$ cat src/rtl/posicionador_comida.sv
// Draws a free food cell (x,y) from random nibbles, retrying occupied cells; optional linear-scan fallback under VARREDURA_FALLBACK_EN.
// Latency pedido -> pronto is 5 cycles on a free first try; further nibbles stall on aleat_valido, pedido is ignored while ocupado.
module posicionador_comida #(
  parameter int LARGURA_GRADE  = 16,
  parameter int ALTURA_GRADE   = 16,
  parameter int MAX_TENTATIVAS = 8
) (
  input  logic       clock,
  input  logic       reset_n,
  input  logic       pedido,
  input  logic [3:0] aleatorio,
  input  logic       aleat_valido,
  output logic       consulta_en,
  output logic [3:0] consulta_x,
  output logic [3:0] consulta_y,
  input  logic       consulta_ocupada,
  output logic [3:0] comida_x,
  output logic [3:0] comida_y,
  output logic       pronto,
  output logic       falha,
  output logic       ocupado
);

  localparam logic [4:0] LIM_X    = 5'(LARGURA_GRADE);
  localparam logic [4:0] LIM_Y    = 5'(ALTURA_GRADE);
  localparam logic [7:0] LIM_TENT = 8'(MAX_TENTATIVAS);

  typedef enum logic [2:0] {
    OCIOSO,
    SORTEIA_X,
    SORTEIA_Y,
    CONSULTA,
    ESPERA
`ifdef VARREDURA_FALLBACK_EN
    ,
    VARREDURA,
    VARRE_ESPERA
`endif
  } estado_t;

  estado_t    estado_q, estado_d;
  logic [3:0] cand_x_q, cand_x_d;
  logic [3:0] cand_y_q, cand_y_d;
  logic [7:0] tent_q, tent_d;
  logic [3:0] comida_x_q, comida_x_d;
  logic [3:0] comida_y_q, comida_y_d;
  logic       pronto_q, pronto_d;
  logic       falha_q, falha_d;

`ifdef VARREDURA_FALLBACK_EN
  localparam logic [3:0] ULT_X   = 4'(LARGURA_GRADE - 1);
  localparam logic [3:0] ULT_Y   = 4'(ALTURA_GRADE - 1);
  localparam logic [8:0] ULT_CEL = 9'(LARGURA_GRADE * ALTURA_GRADE - 1);

  logic [8:0] varre_q, varre_d;
  logic [3:0] prox_x, prox_y;

  // Next cell in raster order, wrapping from the last cell back to (0,0).
  always_comb begin
    prox_x = cand_x_q + 4'd1;
    prox_y = cand_y_q;
    if (cand_x_q == ULT_X) begin
      prox_x = 4'd0;
      prox_y = (cand_y_q == ULT_Y) ? 4'd0 : cand_y_q + 4'd1;
    end
  end
`endif

  always_comb begin
    estado_d   = estado_q;
    cand_x_d   = cand_x_q;
    cand_y_d   = cand_y_q;
    tent_d     = tent_q;
    comida_x_d = comida_x_q;
    comida_y_d = comida_y_q;
    pronto_d   = 1'b0;
    falha_d    = 1'b0;
`ifdef VARREDURA_FALLBACK_EN
    varre_d    = varre_q;
`endif
    case (estado_q)
      OCIOSO: begin
        if (pedido) begin
          tent_d   = 8'd0;
          estado_d = SORTEIA_X;
        end
      end
      SORTEIA_X: begin
        if (aleat_valido && ({1'b0, aleatorio} < LIM_X)) begin
          cand_x_d = aleatorio;
          estado_d = SORTEIA_Y;
        end
      end
      SORTEIA_Y: begin
        if (aleat_valido && ({1'b0, aleatorio} < LIM_Y)) begin
          cand_y_d = aleatorio;
          estado_d = CONSULTA;
        end
      end
      CONSULTA: estado_d = ESPERA;
      ESPERA: begin
        if (!consulta_ocupada) begin
          comida_x_d = cand_x_q;
          comida_y_d = cand_y_q;
          pronto_d   = 1'b1;
          estado_d   = OCIOSO;
        end else begin
          tent_d = tent_q + 8'd1;
          if (tent_q + 8'd1 == LIM_TENT) begin
`ifdef VARREDURA_FALLBACK_EN
            cand_x_d = prox_x;
            cand_y_d = prox_y;
            varre_d  = 9'd0;
            estado_d = VARREDURA;
`else
            falha_d  = 1'b1;
            estado_d = OCIOSO;
`endif
          end else begin
            estado_d = SORTEIA_X;
          end
        end
      end
`ifdef VARREDURA_FALLBACK_EN
      VARREDURA: estado_d = VARRE_ESPERA;
      VARRE_ESPERA: begin
        if (!consulta_ocupada) begin
          comida_x_d = cand_x_q;
          comida_y_d = cand_y_q;
          pronto_d   = 1'b1;
          estado_d   = OCIOSO;
        end else if (varre_q == ULT_CEL) begin
          falha_d  = 1'b1;
          estado_d = OCIOSO;
        end else begin
          varre_d  = varre_q + 9'd1;
          cand_x_d = prox_x;
          cand_y_d = prox_y;
          estado_d = VARREDURA;
        end
      end
`endif
      default: estado_d = OCIOSO;
    endcase
  end

  always_ff @(posedge clock or negedge reset_n) begin
    if (!reset_n) begin
      estado_q   <= OCIOSO;
      cand_x_q   <= 4'd0;
      cand_y_q   <= 4'd0;
      tent_q     <= 8'd0;
      comida_x_q <= 4'd0;
      comida_y_q <= 4'd0;
      pronto_q   <= 1'b0;
      falha_q    <= 1'b0;
`ifdef VARREDURA_FALLBACK_EN
      varre_q    <= 9'd0;
`endif
    end else begin
      estado_q   <= estado_d;
      cand_x_q   <= cand_x_d;
      cand_y_q   <= cand_y_d;
      tent_q     <= tent_d;
      comida_x_q <= comida_x_d;
      comida_y_q <= comida_y_d;
      pronto_q   <= pronto_d;
      falha_q    <= falha_d;
`ifdef VARREDURA_FALLBACK_EN
      varre_q    <= varre_d;
`endif
    end
  end

`ifdef VARREDURA_FALLBACK_EN
  assign consulta_en = (estado_q == CONSULTA) || (estado_q == VARREDURA);
`else
  assign consulta_en = (estado_q == CONSULTA);
`endif
  assign consulta_x = cand_x_q;
  assign consulta_y = cand_y_q;
  assign comida_x   = comida_x_q;
  assign comida_y   = comida_y_q;
  assign pronto     = pronto_q;
  assign falha      = falha_q;
  assign ocupado    = (estado_q != OCIOSO);

endmodule

$ cat config.mk
export PLATFORM = sky130hd
export DESIGN_NAME = posicionador_comida
export DESIGN_NICKNAME = d
export VERILOG_FILES = /design/src/rtl/posicionador_comida.sv
export SDC_FILE = /design/constraint.sdc
export NUM_CORES = 1
export LEC_CHECK = 0
export BUFFER_PORTS_ARGS = -buffer_cell sky130_fd_sc_hd__buf_2
export CAP_MARGIN = 20
export CORE_ASPECT_RATIO = 1.25
export CORE_MARGIN = 2
export CORE_UTILIZATION = 52
export CTS_CLUSTER_SIZE = 20
export DETAILED_ROUTE_END_ITERATION = 10
export PLACE_DENSITY = 0.84
export SETUP_SLACK_MARGIN = 0.05
export SLEW_MARGIN = 15
export SYNTH_ARGS = -nofsm -noshare
export SYNTH_HDL_FRONTEND = slang
export SYNTH_SLANG_ARGS = --single-unit
$ cat constraint.sdc
create_clock -name clock -period 2.1 [get_ports clock]
set_clock_uncertainty 0.05 [all_clocks]
set_input_delay 0.21 -clock clock [delete_from_list [all_inputs] [get_ports clock]]
set_output_delay 0.21 -clock clock [all_outputs]
set_load 0.01 [all_outputs]
==> results of run 1 <==
area by class of cell:
cell class | count | area (um^2)
Clock buffer | 7 | 65.06
Timing Repair Buffer | 30 | 157.7
Fill cell | 208 | 863.3
Sequential cell | 29 | 725.7
Tap cell | 33 | 41.29
Multi-Input combinational cell | 75 | 569.3
Clock inverter | 1 | 5.005
registers in the layout, indices dropped and copies added, names as in the netlist:
signal / cells
consulta_y: 4
consulta_x: 4
estado_q: 3
falha: 1
comida_x: 4
comida_y: 4
tent_q: 8
pronto: 1
logic make-up after synthesis:
group,after synthesis
compound gates,21
buf+inv,4
fa+ha+maj,2
flops,29
mux,17
simple gates,35
stage by stage:
step                power (W)  utilization [%]
floorplan            0.001331                -
global placement     0.001557            61.13
detailed placement   0.001590            61.13
CTS                  0.001977            64.43
global route         0.002096            64.43
finish               0.001951            64.43
layout by cell type, fill, tap and decap left out, drive strengths merged, types with 2 or more instances in the layout:
cell / netlist / layout
a21oi: 2 / 2
and3: 2 / 2
buf: 3 / 29
clkbuf: 1 / 7
dfrtp: 29 / 29
ha: 2 / 2
mux2: 16 / 16
nand2: 8 / 8
nand2b: 2 / 2
nand3: 2 / 2
nor2: 6 / 6
nor3b: 2 / 2
nor4: 2 / 2
nor4b: 3 / 3
o21ai: 10 / 10
o31ai: 2 / 2
worst min-delay path by stage:
stage | slack [ns] | depth (start not counted) | start | to
2_1_floorplan | -0.14 | 0 | reset_n | comida_x[0]
5_1_grt | 0.07 | 2 | aleatorio[0] | consulta_y[0]
6_report | 0.08 | 2 | aleatorio[1] | consulta_y[1]
3_3_place_gp | 0.20 | 1 | reset_n | tent_q[3]
3_5_place_dp | 0.21 | 1 | reset_n | tent_q[3]
4_1_cts | 0.08 | 2 | aleatorio[1] | consulta_x[1]
power breakdown:
group,total [W],switching [W],leakage (nW),internal [W]
Sequential,0.000930,0.000181,0.374,0.000749
Clock,0.000383,0.000189,0.0413,0.000194
Combinational,0.000638,0.000294,0.334,0.000344
metal layers:
metal	up-vias	wire, um	part of all wire (%)
met1	467	1013	40
li1	470	-	-
met5	-	0	0
met4	0	40	1.6
met3	6	150	5.9
met2	29	1346	53
critical path: cells and delay by family, from the launching register on:
| family | cells | cell delay [ns] |
|---|---|---|
| and+or+nand+nor | 1 | 0.62 |
| DFF | 1 | 0.51 |
| muxes | 1 | 0.40 |
==> results by group, run 1 <==
Synth
  • Asr flop ratio synth: 100.0%
  • Xor and xnor fraction of the mapped netlist area: 0%
  • Area share of fa/ha/maj cells after synthesis: 1.901%
  • Library cells used by synthesis: 35
  • Register area share after synthesis: 55.13%
  • Simple-gate share of the synthesized area: 17.11%
  • Yosys top cell by area: dfrtp_1
  • Main combinational cell family by area after synthesis: simple AND/OR/NAND/NOR gates
  • Post-synth EDFFs: 0
  • Multiplexer area fraction after synthesis: 14.45%
  • Flops & latches, synth: 29
  • Yosys warning total: 0
  • Syn Nets: 119
  • Top FF cell, synth: dfrtp_1
  • Avg Cell Area, Syn: 12.19 um^2
  • Most numerous cell in the Yosys netlist: dfrtp_1
  • Yosys top cell area share: 55.13%
  • Synth cell count leaders: 29 x dfrtp_1, 16 x mux2_2, 10 x o21ai_0, 8 x nand2_1, 6 x nor2_1
  • Compound-Gate Fraction of Synth Area: 9.791%
  • Synth area leaders: dfrtp_1 55%, mux2_2 14%, o21ai_0 3.8%, nand2_1 2.3%, ha_1 1.9%
  • Mapped cell area: 1316 um^2
  • Gate Count Post-Synth: 108

Global route
  • GR peak layer: met2
  • First-pass GRT wire length: 4471 um
  • Total grt overflow: 0
  • Grt met1 use: 21.39%
  • Vias in the first global route: 1033
  • Largest net degree at the start of global routing: 30
  • Initial antenna violation count: 0
  • Met3 usage in global routing: 8.250%
  • Met2 Resource Use GR: 38.36%
  • Global router's overall resource usage: 20.85%

Critical path
  • Reg2reg start: estado_q[0]
  • Crit Path Class: reg -> reg
  • R2r setup slk: 0.39 ns
  • Reg2reg path depth: 2
  • Worst flop-to-flop path endpoint: comida_y[3]
  • Critical Path, Cell by Cell: nor4b_4 > mux2_2
  • Critical Path Sink: comida_y[3]
  • Startpoint Class: register
  • Required time of the worst setup path: 2.26 ns
  • Crit-path max FO: 11
  • CP endpoint kind: register
  • Max stage delay on crit path: 0.62 ns
  • Crit path DAT: 1.87 ns
  • CP Launch Point: estado_q[0]
  • Slowest cell on crit path: nor4b_4

CTS
  • Reg clk slew, reported paths: 0.10 ns
  • Number of H-tree levels: 2
  • Clock buffer depth: 2
  • Clock sink total: 29
  • Cell chosen for the clock root: clkbuf_4
  • Post-CTS Resized: 0
  • Total CTS buffers: 5
  • Hold-fix buffers, CTS: 1
  • CTS tree: done
  • Clock Latency Late Sink: 0.33 ns
  • Post-CTS Setup Repair Bufs: 0

STA
  • RSZ-0062 raised after global routing: false
  • Fmax: 585.7 MHz
  • Setup TNS: 0 ns
  • Fin crit share: 81.30%
  • Final Hold Viols: 0
  • Setup violators final: 0
  • Relative slew margins: 58.50%
  • WHS: 0.08474 ns
  • Worst Max-Slew Pin Slew: 0.6225 ns
  • Final min period: 1.707 ns
  • Worst setup margin: 0.3927 ns
  • Fin. max-slew vios: 0

Die
  • Die Y: 60.25 um
  • # IOs: 29
  • Die extent in x: 49 um
  • Core area: 2427 um^2
  • Initial core utilization: 54.23%
  • Row count: 20
  • Die area: 2952 um^2

Route
  • DR pass1 iterations: 4
  • Drt total wl: 2550 um
  • Via density: 5.554
  • Post-DRT Antenna Nets: 0
  • Starting DRT DRC Count: 6
  • DR vias: 972
  • Mean routed wirelength per cell: 14.57 um
  • DR DRC count: 0

Finish
  • Proportion of layout cells with a drive suffix above 1: 39.44%
  • Non-Filler Instances: 175
  • Number of diodes: 0
  • Final Instance Area: 1564 um^2
  • Final nets: 152
  • Layout area overhead: 18.82%

Min path
  • Hold Path Class: in -> reg

Placed design
  • Placement Setup Slack: 0.3871 ns
  • Dpl hpwl: 1850 um
  • Placed inst area: 1484 um^2
  • Cell count after placement: 166
  • Gpl congestion: 0.7660
  • Port Buf Inserts: 28

Outcome
  • Status: finished clean

Power
  • Peak VDD IR: 0.7940 mV
  • Pleak: 0.7493 nW
  • Cell Pwr Density: 1247 nW/um^2

Job
  • MaxCap Viol Count: 0
Note: power is estimated with default switching activity, not from simulation.
==> run 2, diff against run 1 <==
==> constraint.sdc (replaced) <==
create_clock -name clock -period 1.8 [get_ports clock]
set_clock_uncertainty 0.05 [all_clocks]
set_input_delay 0.18 -clock clock [delete_from_list [all_inputs] [get_ports clock]]
set_output_delay 0.18 -clock clock [all_outputs]
set_load 0.01 [all_outputs]
==> run 2 against run 1 <==
Sequential share of layout area barely moved; critical path depth rose by 1; global-route usage fell by 0.25 points; sequential power rose by 17%; routed wire length rose by 1.2%; die area did not move; highest routed layer unchanged.
==> results by group, run 2 (synthesis results as in run 1) <==
Outcome
  • Status: finished clean (unchanged)

Global route
  • Global router's overall resource usage: 20.59% (was 20.85%)
  • Initial antenna violation count: 0 (unchanged)
  • First-pass GRT wire length: 4360 um (was 4471 um)
  • Vias in the first global route: 978 (was 1033)
  • Largest net degree at the start of global routing: 30 (unchanged)
  • Total grt overflow: 0 (unchanged)

STA
  • WHS: 0.03881 ns (was 0.08474 ns)
  • Fin. max-slew vios: 0 (unchanged)
  • Fmax: 603.4 MHz (was 585.7 MHz)
  • Setup violators final: 0 (unchanged)
  • Final min period: 1.657 ns (was 1.707 ns)
  • Fin crit share: 92.07% (was 81.30%)
  • Relative slew margins: 59.54% (was 58.50%)
  • Worst Max-Slew Pin Slew: 0.6068 ns (was 0.6225 ns)
  • RSZ-0062 raised after global routing: false (unchanged)
  • Final Hold Viols: 0 (unchanged)
  • Setup TNS: 0 ns (unchanged)

Finish
  • Layout area overhead: 19.11% (was 18.82%)
  • Final nets: 154 (was 152)
  • Finished Core Util: 64.59% (was 64.43%)
  • Final Instance Area: 1568 um^2 (was 1564 um^2)
  • Number of diodes: 0 (unchanged)
  • Most flops, register: tent_q (unchanged)
  • Proportion of layout cells with a drive suffix above 1: 40.28% (was 39.44%)
  • Commonest cells after routing, fill and taps aside: 28 x dfrtp_1, 28 x buf_2, 16 x mux2_2, 10 x o21ai_0, 8 x nand2_1 (was 29 x dfrtp_1, 28 x buf_2, 16 x mux2_2, 10 x o21ai_0, 8 x nand2_1)
  • Max reg flops: 8 (unchanged)

Route
  • Post-DRT Antenna Nets: 0 (unchanged)
  • DR DRC count: 0 (unchanged)
  • Drt total wl: 2581 um (was 2550 um)
  • Via density: 5.531 (was 5.554)
  • Mean routed wirelength per cell: 14.58 um (was 14.57 um)
  • Starting DRT DRC Count: 15 (was 6)
  • DR vias: 979 (was 972)
  • DR pass1 iterations: 4 (unchanged)

Min path
  • Hold Path Class: in -> reg (unchanged)

Die
  • Die extent in x: 49 um (unchanged)
  • # IOs: 29 (unchanged)
  • Die area: 2952 um^2 (unchanged)
  • Core area: 2427 um^2 (unchanged)
  • Die Y: 60.25 um (unchanged)
  • Initial core utilization: 54.23% (unchanged)
  • Row count: 20 (unchanged)

Placed design
  • Placed inst area: 1491 um^2 (was 1484 um^2)
  • Gpl congestion: 0.8571 (was 0.7660)
  • Dpl hpwl: 1874 um (was 1850 um)
  • Port Buf Inserts: 28 (unchanged)

Critical path
  • Startpoint Class: register (unchanged)
  • R2r setup slk: 0.14 ns (was 0.39 ns)
  • Crit-path max FO: 11 (unchanged)
  • Crit Path Class: reg -> reg (unchanged)
  • Required time of the worst setup path: 1.97 ns (was 2.26 ns)
  • CP endpoint kind: register (unchanged)
  • Crit path DAT: 1.83 ns (was 1.87 ns)

CTS
  • Cell chosen for the clock root: clkbuf_4 (unchanged)
  • Number of H-tree levels: 2 (unchanged)
  • Post-CTS Setup Repair Bufs: 0 (unchanged)
  • Clock Latency Late Sink: 0.33 ns (about the same)
  • Reg clk slew, reported paths: 0.10 ns (about the same)
  • Clock buffer depth: 2 (unchanged)
  • CTS tree: done (unchanged)
  • Total CTS buffers: 5 (unchanged)
  • Clock sink total: 29 (unchanged)

Power
  • Peak VDD IR: 1.074 mV (was 0.7940 mV)
  • Cell Pwr Density: 1419 nW/um^2 (was 1247 nW/um^2)
  • Pleak: 0.7471 nW (was 0.7493 nW)

Job
  • MaxCap Viol Count: 0 (unchanged)
run 2: what timing repair did:
action,4_1_cts,5_1_grt
endpoints found under the hold margin,30,0
resized for setup,0,1
hold buffers,2,0
setup endpoints to repair,0,1
run 2: metal layers:
| layer | track usage, % | wire length [um] | share of wire, % | vias to the layer above |
|---|---|---|---|---|
| li1 | - | - | - | 473 |
| met1 | 21.12 | 1101 | 43 | 475 |
| met2 | 36.59 | 1332 | 52 | 26 |
| met3 | 9.000 | 116 | 4.5 | 5 |
| met4 | 9.388 | 30 | 1.2 | 0 |
| met5 | 0 | 0 | 0 | - |
run 2: final cells by class:
cell class              instances  area [um^2]
clock buffers                   5        37.54
clock inverters                 3        17.52
fillers                       202        859.6
multi-input cells              75        569.3
flip-flops and latches         29        726.9
well taps                      33        41.29
repair buffers                 32        175.2
run 2: stage by stage:
| step | total power (W) | setup slack (ns) | std cells |
|---|---|---|---|
| 6_report | 0.002225 | 0.1427 | 177 |
| 5_1_grt | 0.002368 | 0.05223 | 177 |
| 4_1_cts | 0.002247 | 0.1394 | 177 |
| 3_5_place_dp | 0.001858 | 0.1233 | 167 |
| 3_3_place_gp | 0.001810 | 0.1849 | 167 |
| 2_1_floorplan | 0.001553 | 0.2570 | 108 |
run 2: report_power, final:
group          total, W  switching (W)  internal, W
Sequential      0.00109       0.000219     0.000875
Combinational  0.000748       0.000343     0.000405
Clock          0.000383       0.000236     0.000147
run 2: critical path: stages (launching register included):
cell	delay (ns)
dfrtp_1	0.51
nand2b_1	0.23
nor3b_2	0.39
mux2_2	0.38
run 2: path summary, 6_finish.rpt:
check	start	to	cells past startpoint
max	estado_q[0]	consulta_y[0]	3
min	aleatorio[1]	consulta_y[1]	2
max reg2reg	estado_q[0]	consulta_y[0]	3
min reg2reg	tent_q[7]	tent_q[7]	1
max in group asynchronous	reset_n	estado_q[2]	2
min in group asynchronous	reset_n	consulta_y[1]	2
==> run 3, diff against run 2 <==
--- a/config.mk
+++ b/config.mk
@@ -14,6 +14,7 @@
 export DETAILED_ROUTE_END_ITERATION = 10
 export PLACE_DENSITY = 0.84
 export SETUP_SLACK_MARGIN = 0.05
+export SKIP_LAST_GASP = 1
 export SLEW_MARGIN = 15
 export SYNTH_ARGS = -nofsm -noshare
 export SYNTH_HDL_FRONTEND = slang
==> constraint.sdc (replaced) <==
create_clock -name clock -period 1.8 [get_ports clock]
set_clock_uncertainty 0.05 [all_clocks]
set_input_delay 0.18 -clock clock [delete_from_list [all_inputs] [get_ports clock]]
set_output_delay 0.18 -clock clock [all_outputs]
set_load 0.1 [all_outputs]
==> run 3 against run 2 <==
Routed wire length is 4.0% higher; register-to-register slack hardly changed; critical path depth stayed put; sequential share of layout area is 1.3 points lower; utilization is 1.9 points higher; cell count is 0.56% higher; clock-buffer cell count is 2 higher; critical endpoint is now ocupado.
==> results by group, run 3 (synthesis results as in run 1) <==
Die
  • Initial core utilization: 54.23% (unchanged)
  • Core area: 2427 um^2 (unchanged)
  • Die area: 2952 um^2 (unchanged)
  • Row count: 20 (unchanged)
  • Die Y: 60.25 um (unchanged)
  • # IOs: 29 (unchanged)
  • Die extent in x: 49 um (unchanged)

Placed design
  • Placement Setup Slack: 0.1475 ns (was 0.1233 ns)
  • Port Buf Inserts: 28 (unchanged)
  • Dpl hpwl: 1916 um (was 1874 um)
  • Gpl congestion: 0.8413 (was 0.8571)
  • Placed inst area: 1501 um^2 (was 1491 um^2)
  • Cell count after placement: 168 (was 167)

Critical path
  • CP endpoint kind: output port (was register)
  • Crit-path max FO: 9 (was 11)
  • Crit Path Class: reg -> out (was reg -> reg)
  • Crit path DAT: 1.46 ns (was 1.83 ns)
  • R2r setup slk: 0.15 ns (was 0.14 ns)
  • Worst flop-to-flop path endpoint: consulta_y[2] (was consulta_y[0])
  • Required time of the worst setup path: 1.57 ns (was 1.97 ns)
  • Reg2reg start: estado_q[0] (unchanged)
  • Startpoint Class: register (unchanged)
  • Reg2reg path depth: 4 (was 3)

STA
  • Final min period: 1.690 ns (was 1.657 ns)
  • Fin crit share: 93.87% (was 92.07%)
  • Fin. max-slew vios: 0 (unchanged)
  • Fmax: 591.8 MHz (was 603.4 MHz)
  • Relative slew margins: 59.22% (was 59.54%)
  • Setup TNS: 0 ns (unchanged)
  • Final Hold Viols: 0 (unchanged)
  • Worst Max-Slew Pin Slew: 0.6117 ns (was 0.6068 ns)
  • RSZ-0062 raised after global routing: false (unchanged)
  • Setup violators final: 0 (unchanged)
  • Worst setup margin: 0.1103 ns (was 0.1427 ns)

Finish
  • Commonest non-fill, non-tap cell in the layout: dfrtp_1
  • Commonest cells after routing, fill and taps aside: 28 x dfrtp_1, 26 x buf_2, 16 x mux2_2, 10 x o21ai_0, 8 x nand2_1 (was 28 x dfrtp_1, 28 x buf_2, 16 x mux2_2, 10 x o21ai_0, 8 x nand2_1)
  • Layout area overhead: 22.62% (was 19.11%)
  • Number of diodes: 0 (unchanged)
  • Fill cells: 178 (was 202)
  • Final nets: 155 (was 154)
  • Max reg flops: 8 (unchanged)
  • Proportion of layout cells with a drive suffix above 1: 41.38% (was 40.28%)
  • Final Instance Area: 1614 um^2 (was 1568 um^2)
  • Non-Filler Instances: 178 (was 177)
  • Most flops, register: tent_q (unchanged)

CTS
  • CTS tree: done (unchanged)
  • Cell chosen for the clock root: clkbuf_4 (unchanged)
  • Clock buffer depth: 2 (unchanged)
  • Clock Latency Late Sink: 0.33 ns (about the same)
  • Clock sink total: 29 (unchanged)
  • Number of H-tree levels: 2 (unchanged)
  • Total CTS buffers: 5 (unchanged)
  • Reg clk slew, reported paths: 0.09 ns (was 0.10 ns)

Global route
  • Grt met1 use: 24.46% (was 21.12%)
  • Vias in the first global route: 992 (was 978)
  • Total grt overflow: 0 (unchanged)
  • GR peak layer: met2 (unchanged)
  • First-pass GRT wire length: 4519 um (was 4360 um)
  • Met2 Resource Use GR: 35.81% (was 36.59%)
  • Largest net degree at the start of global routing: 30 (unchanged)
  • Global router's overall resource usage: 21.38% (was 20.59%)
  • Initial antenna violation count: 0 (unchanged)
  • Met3 usage in global routing: 6.750% (was 9.000%)

Job
  • MaxCap Viol Count: 0 (unchanged)

Min path
  • Hold depth: 2 (unchanged)
  • Hold Path Class: in -> reg (unchanged)
  • WHS Endpoint: consulta_x[0] (was consulta_y[1])
  • Worst Hold Launch: aleatorio[0] (was aleatorio[1])

Route
  • Post-DRT Antenna Nets: 0 (unchanged)
  • DR DRC count: 0 (unchanged)
  • Starting DRT DRC Count: 33 (was 15)
  • DR pass1 iterations: 4 (unchanged)
  • Drt total wl: 2684 um (was 2581 um)
  • Via density: 5.719 (was 5.531)
  • DR vias: 1018 (was 979)
  • Mean routed wirelength per cell: 15.08 um (was 14.58 um)

Outcome
  • Status: finished clean (unchanged)
[run 3: changes by cell type in the layout (fill, tap and decap cells not counted), sizes merged]
cell         previous run  this run
bufinv                  0         1
buf                    30        32
clkinv                  2         0
clkbuf                  5         7
clkinvlp                1         0
dlygate4sd3             2         1
[run 3: worst max-delay path by stage]
| stage | startpoint | endpoint | slack [ns] |
|---|---|---|---|
| after floorplan | estado_q[1] | consulta_en | 0.19 |
| after global placement | estado_q[1] | consulta_y[0] | 0.22 |
| after detailed placement | estado_q[1] | consulta_y[2] | 0.15 |
| after CTS | estado_q[0] | ocupado | 0.04 |
| after global routing | estado_q[0] | ocupado | 0.06 |
| final | estado_q[0] | ocupado | 0.11 |
[run 3: per-stage QoR]
stage / util (%) / hold WS [ns]
final: 66.49 / 0.04699
after global routing: 66.49 / 0.02827
after detailed placement: 61.86 / 0.1806
after CTS: 66.13 / 0.03306
after floorplan: - / -0.1656
after global placement: 61.86 / 0.1765
[run 3: layer usage]
layer  up-vias  wire length [um]
met5         -                 0
met4         0                64
met3         8               139
met2        41              1388
met1       495              1092
li1        474                 -
[run 3: area by class of cell]
cell class / instances / area, um^2 / share of cell area (%)
sequential: 29 / 726.9 / 45.04
clock buffer: 7 / 55.05 / 3.411
tap: 33 / 41.29 / 2.558
multi-input combinational: 75 / 571.8 / 35.43
timing repair buffer: 33 / 188.9 / 11.71
clock inverter: 1 / 30.03 / 1.860
[run 3: what timing repair did]
action,CTS,global route
buffers inserted,0,1
endpoints found under the hold margin,29,0
hold buffers,1,0
resized for setup,3,1
cloned,0,0
endpoints found under the setup margin,2,2
[run 3: critical path: stages, from the launching register on]
cell     delay, ns
dfrtp_1       0.39
buf_4         0.17
or3_1         0.38
buf_6         0.19
Power of run 3 is left out: the tool's default activity adds up to more than one toggle a clock period on the data nets, which glitch-free logic cannot reach.
